File: src/rtl/timer_pkg.sv
// Shared constants for the multi-channel timer: register selects, mode
// encodings and CTRL bit positions.
package timer_pkg;

  typedef enum logic [1:0] {
    ADD_CTRL   = 2'd0,
    ADD_PRESET = 2'd1,
    ADD_COUNT  = 2'd2,
    ADD_STATUS = 2'd3
  } reg_sel_e;

  localparam logic [1:0] MODE_ONESHOT = 2'b00;
  localparam logic [1:0] MODE_RELOAD  = 2'b01;
  localparam logic [1:0] MODE_FREE    = 2'b10;

  localparam int CTRL_EN      = 0;
  localparam int CTRL_MODE_LO = 1;
  localparam int CTRL_MODE_HI = 2;
  localparam int CTRL_IM      = 3;
  localparam int CTRL_PSC_LO  = 8;
  localparam int CTRL_PSC_HI  = 15;

endpackage

File: src/rtl/timer_channel.sv
// One timer channel: CTRL/PRESET/COUNT registers, tick generation and the
// pending-set pulse. Optional 8-bit prescaler under TIMER_PRESCALE_EN.
module timer_channel
  import timer_pkg::*;
#(
  parameter int WIDTH = 32
) (
  input  logic             clk,
  input  logic             rst,
  input  logic             ctrl_we_i,
  input  logic             preset_we_i,
  input  logic             count_we_i,
  input  logic [31:0]      wdata_i,
  output logic [31:0]      ctrl_o,
  output logic [WIDTH-1:0] preset_o,
  output logic [WIDTH-1:0] count_o,
  output logic             set_pend_o
);

  logic             en_q, en_d;
  logic [1:0]       mode_q, mode_d;
  logic             im_q, im_d;
  logic [WIDTH-1:0] preset_q, preset_d;
  logic [WIDTH-1:0] count_q, count_d;
  logic             tick;
  logic             any_we;
  logic [7:0]       psc_rd;
  logic             unused_wdata;

  assign unused_wdata = ^wdata_i;
  assign any_we       = ctrl_we_i | preset_we_i | count_we_i;

`ifdef TIMER_PRESCALE_EN
  logic [7:0] psc_q, psc_d;
  logic [7:0] pcnt_q, pcnt_d;

  always_comb begin
    psc_d  = psc_q;
    pcnt_d = pcnt_q;
    if (ctrl_we_i) begin
      psc_d  = wdata_i[CTRL_PSC_HI:CTRL_PSC_LO];
      pcnt_d = wdata_i[CTRL_PSC_HI:CTRL_PSC_LO];
    end else if (en_q) begin
      pcnt_d = (pcnt_q == 8'd0) ? psc_q : pcnt_q - 8'd1;
    end
  end

  always_ff @(posedge clk) begin
    if (rst) begin
      psc_q  <= 8'd0;
      pcnt_q <= 8'd0;
    end else begin
      psc_q  <= psc_d;
      pcnt_q <= pcnt_d;
    end
  end

  assign tick   = en_q && (pcnt_q == 8'd0);
  assign psc_rd = psc_q;
`else
  assign tick   = en_q;
  assign psc_rd = 8'd0;
`endif

  // CPU writes take priority; a tick coinciding with any write is dropped
  always_comb begin
    en_d       = en_q;
    mode_d     = mode_q;
    im_d       = im_q;
    preset_d   = preset_q;
    count_d    = count_q;
    set_pend_o = 1'b0;
    if (ctrl_we_i) begin
      en_d   = wdata_i[CTRL_EN];
      mode_d = wdata_i[CTRL_MODE_HI:CTRL_MODE_LO];
      im_d   = wdata_i[CTRL_IM];
    end
    if (preset_we_i) begin
      preset_d = wdata_i[WIDTH-1:0];
      count_d  = wdata_i[WIDTH-1:0];
    end
    if (count_we_i) begin
      count_d = wdata_i[WIDTH-1:0];
    end
    if (tick && !any_we) begin
      case (mode_q)
        MODE_RELOAD: begin
          if (count_q == WIDTH'(1)) begin
            count_d    = '0;
            set_pend_o = 1'b1;
          end else if (count_q == '0) begin
            count_d = preset_q;
          end else begin
            count_d = count_q - WIDTH'(1);
          end
        end
        MODE_FREE: begin
          if (count_q == '1) begin
            count_d    = '0;
            set_pend_o = 1'b1;
          end else begin
            count_d = count_q + WIDTH'(1);
          end
        end
        default: begin
          if (count_q == WIDTH'(1)) begin
            count_d    = '0;
            set_pend_o = 1'b1;
            en_d       = 1'b0;
          end else if (count_q != '0) begin
            count_d = count_q - WIDTH'(1);
          end
        end
      endcase
    end
  end

  always_ff @(posedge clk) begin
    if (rst) begin
      en_q     <= 1'b0;
      mode_q   <= 2'b00;
      im_q     <= 1'b0;
      preset_q <= '0;
      count_q  <= '0;
    end else begin
      en_q     <= en_d;
      mode_q   <= mode_d;
      im_q     <= im_d;
      preset_q <= preset_d;
      count_q  <= count_d;
    end
  end

  assign ctrl_o   = {16'd0, psc_rd, 4'd0, im_q, mode_q, en_q};
  assign preset_o = preset_q;
  assign count_o  = count_q;

endmodule

File: src/rtl/timer_mc.sv
// Multi-channel device-bus timer: address decode, shared pending/W1C,
// read mux and irq. Define TIMER_PRESCALE_EN to enable per-channel prescalers.
module timer_mc
  import timer_pkg::*;
#(
  parameter int NCH   = 2,
  parameter int WIDTH = 32
) (
  input  logic        clk,
  input  logic        rst,
  input  logic [5:2]  add,
  input  logic        we,
  input  logic [31:0] din,
  output logic [31:0] dout,
  output logic        irq
);

  reg_sel_e         sel;
  logic [1:0]       ch;
  logic [NCH-1:0]   pend_q, pend_d;
  logic [NCH-1:0]   set_pend;
  logic [NCH-1:0]   im_vec;
  logic [NCH-1:0]   w1c;
  logic [31:0]      ctrl_rd   [NCH];
  logic [WIDTH-1:0] preset_rd [NCH];
  logic [WIDTH-1:0] count_rd  [NCH];

  assign sel = reg_sel_e'(add[3:2]);
  assign ch  = add[5:4];

  for (genvar g = 0; g < NCH; g++) begin : g_ch
    logic ch_we;
    assign ch_we = we && (int'(ch) == g);

    timer_channel #(
      .WIDTH(WIDTH)
    ) u_ch (
      .clk        (clk),
      .rst        (rst),
      .ctrl_we_i  (ch_we && (sel == ADD_CTRL)),
      .preset_we_i(ch_we && (sel == ADD_PRESET)),
      .count_we_i (ch_we && (sel == ADD_COUNT)),
      .wdata_i    (din),
      .ctrl_o     (ctrl_rd[g]),
      .preset_o   (preset_rd[g]),
      .count_o    (count_rd[g]),
      .set_pend_o (set_pend[g])
    );

    assign im_vec[g] = ctrl_rd[g][CTRL_IM];
  end

  // STATUS is timer-wide; a fresh pending-set wins over a same-cycle clear
  assign w1c    = (we && (sel == ADD_STATUS)) ? din[NCH-1:0] : '0;
  assign pend_d = (pend_q & ~w1c) | set_pend;

  always_ff @(posedge clk) begin
    if (rst) pend_q <= '0;
    else     pend_q <= pend_d;
  end

  assign irq = |(pend_q & im_vec);

  always_comb begin
    dout = '0;
    if (sel == ADD_STATUS) begin
      dout = 32'(pend_q);
    end else begin
      for (int i = 0; i < NCH; i++) begin
        if (int'(ch) == i) begin
          case (sel)
            ADD_CTRL:   dout = ctrl_rd[i];
            ADD_PRESET: dout = 32'(preset_rd[i]);
            ADD_COUNT:  dout = 32'(count_rd[i]);
            default:    dout = '0;
          endcase
        end
      end
    end
  end

endmodule
File: config.mk
export PLATFORM = sky130hd
export DESIGN_NAME = timer_mc
export DESIGN_NICKNAME = d
export VERILOG_FILES = /design/src/rtl/timer_pkg.sv /design/src/rtl/timer_channel.sv /design/src/rtl/timer_mc.sv
export SDC_FILE = /design/constraint.sdc
export NUM_CORES = 1
export LEC_CHECK = 0
export ABC_AREA = 1
export CAP_MARGIN = 20
export CELL_PAD_IN_SITES_DETAIL_PLACEMENT = 1
export CELL_PAD_IN_SITES_GLOBAL_PLACEMENT = 1
export CORE_MARGIN = 2
export CORE_UTILIZATION = 42
export CTS_BUF_LIST = sky130_fd_sc_hd__clkbuf_16
export DETAILED_ROUTE_END_ITERATION = 8
export GPL_ROUTABILITY_DRIVEN = 0
export GPL_TIMING_DRIVEN = 0
export PLACE_DENSITY = 0.87
export SYNTH_ARGS = -nofsm -noshare
export SYNTH_HDL_FRONTEND = slang
export SYNTH_SLANG_ARGS = --single-unit
File: constraint.sdc
create_clock -name clk -period 3.45 [get_ports clk]
set_input_delay 1.035 -clock clk [delete_from_list [all_inputs] [get_ports clk]]
set_output_delay 1.035 -clock clk [all_outputs]
set_load 0.02 [all_outputs]
==> results.tsv <==
stage	metric	value	unit
status	status	complete, but fails checks	
status	failing checks	negative setup slack	
die	num ports	72	
place	placed cell count	2811	
power_and_ir_drop	Seq pwr share	0.284	
place	setup slack at placement	-1800	ps
clock_tree	CTS Buf Count	17	
clock_tree	CTS tree	yes	
sta	Tcrit/Tclk final	1.00	
synthesis	cell with the most instances after synthesis	nand2_1	
power_and_ir_drop	P_int	3.52	mW
sta	final setup fails	1	
synthesis	Ys Warns	0	
die	core area	30700	um^2
critical_path	Worst Path Required	2410	ps
sta	RSZ-0062 raised after global routing	yes	
die	DIE HEIGHT	181	um
finish	Post-Layout Cell Count	2848	
power_and_ir_drop	switch share	0.418	
run	maxcap violations	0	
synthesis	ys async rst share	0	
global_route	vias in the first global route	18000	
global_route	total global-route track usage	0.415	
power_and_ir_drop	pwr dens	398	nW/um^2
critical_path	Setup crit end kind	output port	
sta	WHS	489	ps
global_route	global-route wire length before repair	105000	um
critical_path	Arrival @ worst endpoint	2420	ps
critical_path	critical path class	in -> out	
sta	Slew Limit Fails	0	
power_and_ir_drop	VDD IR max	0.340	mV
finish	area grow syn2layout	15.3	%
synthesis	Synth Register Bits	138	
power_and_ir_drop	switching power total	2.52	mW
die	die area	32800	um^2
clock_tree	clock latency on the worst-skew pair	450	ps
routing	Via Count	17800	
sta	Hold Fails Final Rpt	0	
routing	drt first pass iters	7	
global_route	pin count of the biggest net entering global routing	17	
routing	WL/cell	24.5	um
power_and_ir_drop	Clk pwr share	0.324	
global_route	initial antenna violation count	1	
global_route	grt ovf	0	
power_and_ir_drop	combinational share of power	0.393	
clock_tree	CTS clk-pin slew, worst paths	60	ps
routing	Post-DRT Antenna Nets	0	
critical_path	Worst setup SP type	input port	
min_path	worst min path class	reg -> reg	
synthesis	synthesized cell area	13200	um^2
critical_path	reg-to-reg slack, setup	600	ps
synthesis	Synth top area share	0.210	
clock_tree	Clock Sinks	138	
power_and_ir_drop	LEAKAGE	6.90	nW
critical_path	Max FO, Critical Path	3	
sta	Max-slew headroom	0.360	
routing	number of DRC markers in iteration 0	2057	
clock_tree	Longest Clk Path Bufs	2	
synthesis	Seq/Total Area, Yosys	0.210	
clock_tree	CTS root buf	clkbuf_16	
place	hpwl dp	54700	um
place	Buffers on Ports	71	
routing	drt total wl	69700	um
die	Starting Density	0.428	
synthesis	top cells by count, synth	616 x nand2_1, 298 x nor2_1, 219 x inv_1, 200 x o21ai_0	
sta	fin worst setup slack	-0.926	ps
finish	Layout Utilization	0.494	
routing	number of vias per cell	6.27	
critical_path	launch point of the critical path	add[5]	
min_path	hold path startpoint	g_ch[0].u_ch.preset_o[8]$_SDFFE_PP0P_	
synthesis	syn nets	2395	
routing	DRC	0	
die	row count	64	
die	Chip Width	181	um
finish	layout cells sized above 1	0.0999	
sta	Least-Margin Pin Slew	960	ps
synthesis	Distinct cells, synth	47	
synthesis	Avg Inst Size Synth	5.62	um^2
synthesis	Top FF cell, synth	dfxtp_1	
sta	fmax	290	MHz
clock_tree	CTS Hold Buffers Added	0	
critical_path	Critical R2R Launch	g_ch[0].u_ch.count_o[0]$_SDFF_PP0_	
clock_tree	H-tree depth	4	
synthesis	Mapped Cells	2344	
synthesis	number of synthesized flops with an enable pin	0	
synthesis	cell accounting for the most synthesized area	dfxtp_1	
sta	Period minus WS final	3450	ps
finish	# diodes	0	
sta	Layout Skew	7.44	ps
finish	nets@finish	2491	
synthesis	synth top area cells	dfxtp_1 21%, nand2_1 18%, nor2_1 8.5%, o21ai_0 7.6%, a21oi_1 7.0%	
==> worst max-delay path, stage by stage <==
cell	delay, ps
dlygate4sd2_1	290
inv_1	230
nand2_1	250
nor3_2	380
buf_2	230
==> placed cells by master (no fill, tap or decap), types with 12 or more instances in the layout <==
cell               n
buf_4             21
clkbuf_1          64
buf_2             59
o211ai_1          25
nor3_1            29
ha_1              12
dfxtp_1          138
nand4_1           39
nor2_2            26
clkdlybuf4s50_1   35
inv_1            218
nor2_4            14
nand3_1          185
a21oi_1          185
xor2_1            43
nand2_1          616
a22o_1            22
o21ai_0          195
o22ai_1           37
nor2_1           295
o21ai_1           38
buf_6             17
clkbuf_16         18
==> power by group through the flow <==
stage | logic [mW] | registers, mW | clock network [mW]
global route | 2.54 | 1.72 | 1.99
global placement | 2.13 | 1.74 | 0
CTS | 2.26 | 1.71 | 1.94
finish | 2.37 | 1.71 | 1.95
detailed placement | 2.22 | 1.74 | 0
floorplan | 1.50 | 1.72 | 0
==> per-stage QoR <==
| stage | power (mW) | TNS [ps] | instance area (um^2) |
|---|---|---|---|
| after detailed placement | 3.96 | -59630 | 14400 |
| after global routing | 6.25 | -45.9 | 15200 |
| after global placement | 3.87 | -54720 | 14400 |
| after floorplan | 3.22 | 0 | 13200 |
| final | 6.04 | -0.926 | 15200 |
| after CTS | 5.91 | 0 | 15100 |
==> final timing paths <==
| check | to | cells past startpoint |
|---|---|---|
| worst min register to register | g_ch[0].u_ch.preset_o[8]$_SDFFE_PP0P_ | 2 |
| worst min-delay path | g_ch[0].u_ch.preset_o[8]$_SDFFE_PP0P_ | 2 |
| worst max-delay path | dout[20] | 5 |
| worst max register to register | g_ch[0].u_ch.count_o[7]$_SDFF_PP0_ | 11 |
==> timing repair <==
item                       in CTS  in global routing
pin swaps                      13                  9
setup endpoints to repair      32                 24
resized for setup             219                 18
hold endpoints to repair        0                  0
buffers inserted                3                  3
==> routing by layer <==
| metal | up-vias | share of wire | global-route usage |
|---|---|---|---|
| met5 | - | 0 | 0 |
| met4 | 0 | 0.083 | 0.300 |
| met3 | 354 | 0.084 | 0.0720 |
| met2 | 1075 | 0.45 | 0.682 |
| met1 | 8526 | 0.38 | 0.487 |
| li1 | 7892 | - | - |
==> area by class of cell <==
class / count / area (um^2)
Tap cell: 396 / 495
Timing Repair Buffer: 77 / 651
Multi-Input combinational cell: 1834 / 8970
Fill cell: 4481 / 15600
Clock buffer: 17 / 425
Clock inverter: 14 / 163
Sequential cell: 138 / 2760
Inverter: 232 / 878
Buffer: 140 / 832
==> sequential cells by signal, indices dropped and copies added, names as in the netlist <==
| name | count |
|---|---|
| g_ch.u_ch.mode_q | 4 |
| g_ch.u_ch.count_o | 64 |
| g_ch.u_ch.en_q | 2 |
| g_ch.u_ch.preset_o | 64 |
| g_ch.u_ch.im_q | 2 |
| pend_q | 2 |
==> cell families (layout without fill, tap and decap cells) <==
| group | after synthesis | count (layout) | synth area share |
|---|---|---|---|
| AND/OR/NAND/NOR | 1247 | 1247 | 0.410 |
| AO/OA/AOI/OAI | 531 | 531 | 0.222 |
| buffers and inverters | 372 | 480 | 0.118 |
| flip-flops | 138 | 138 | 0.210 |
| XOR/XNOR | 44 | 44 | 0.0293 |
| adder cells (fa/ha/maj) | 12 | 12 | 0.0114 |
No activity file was read; power rests on OpenSTA's default activity.
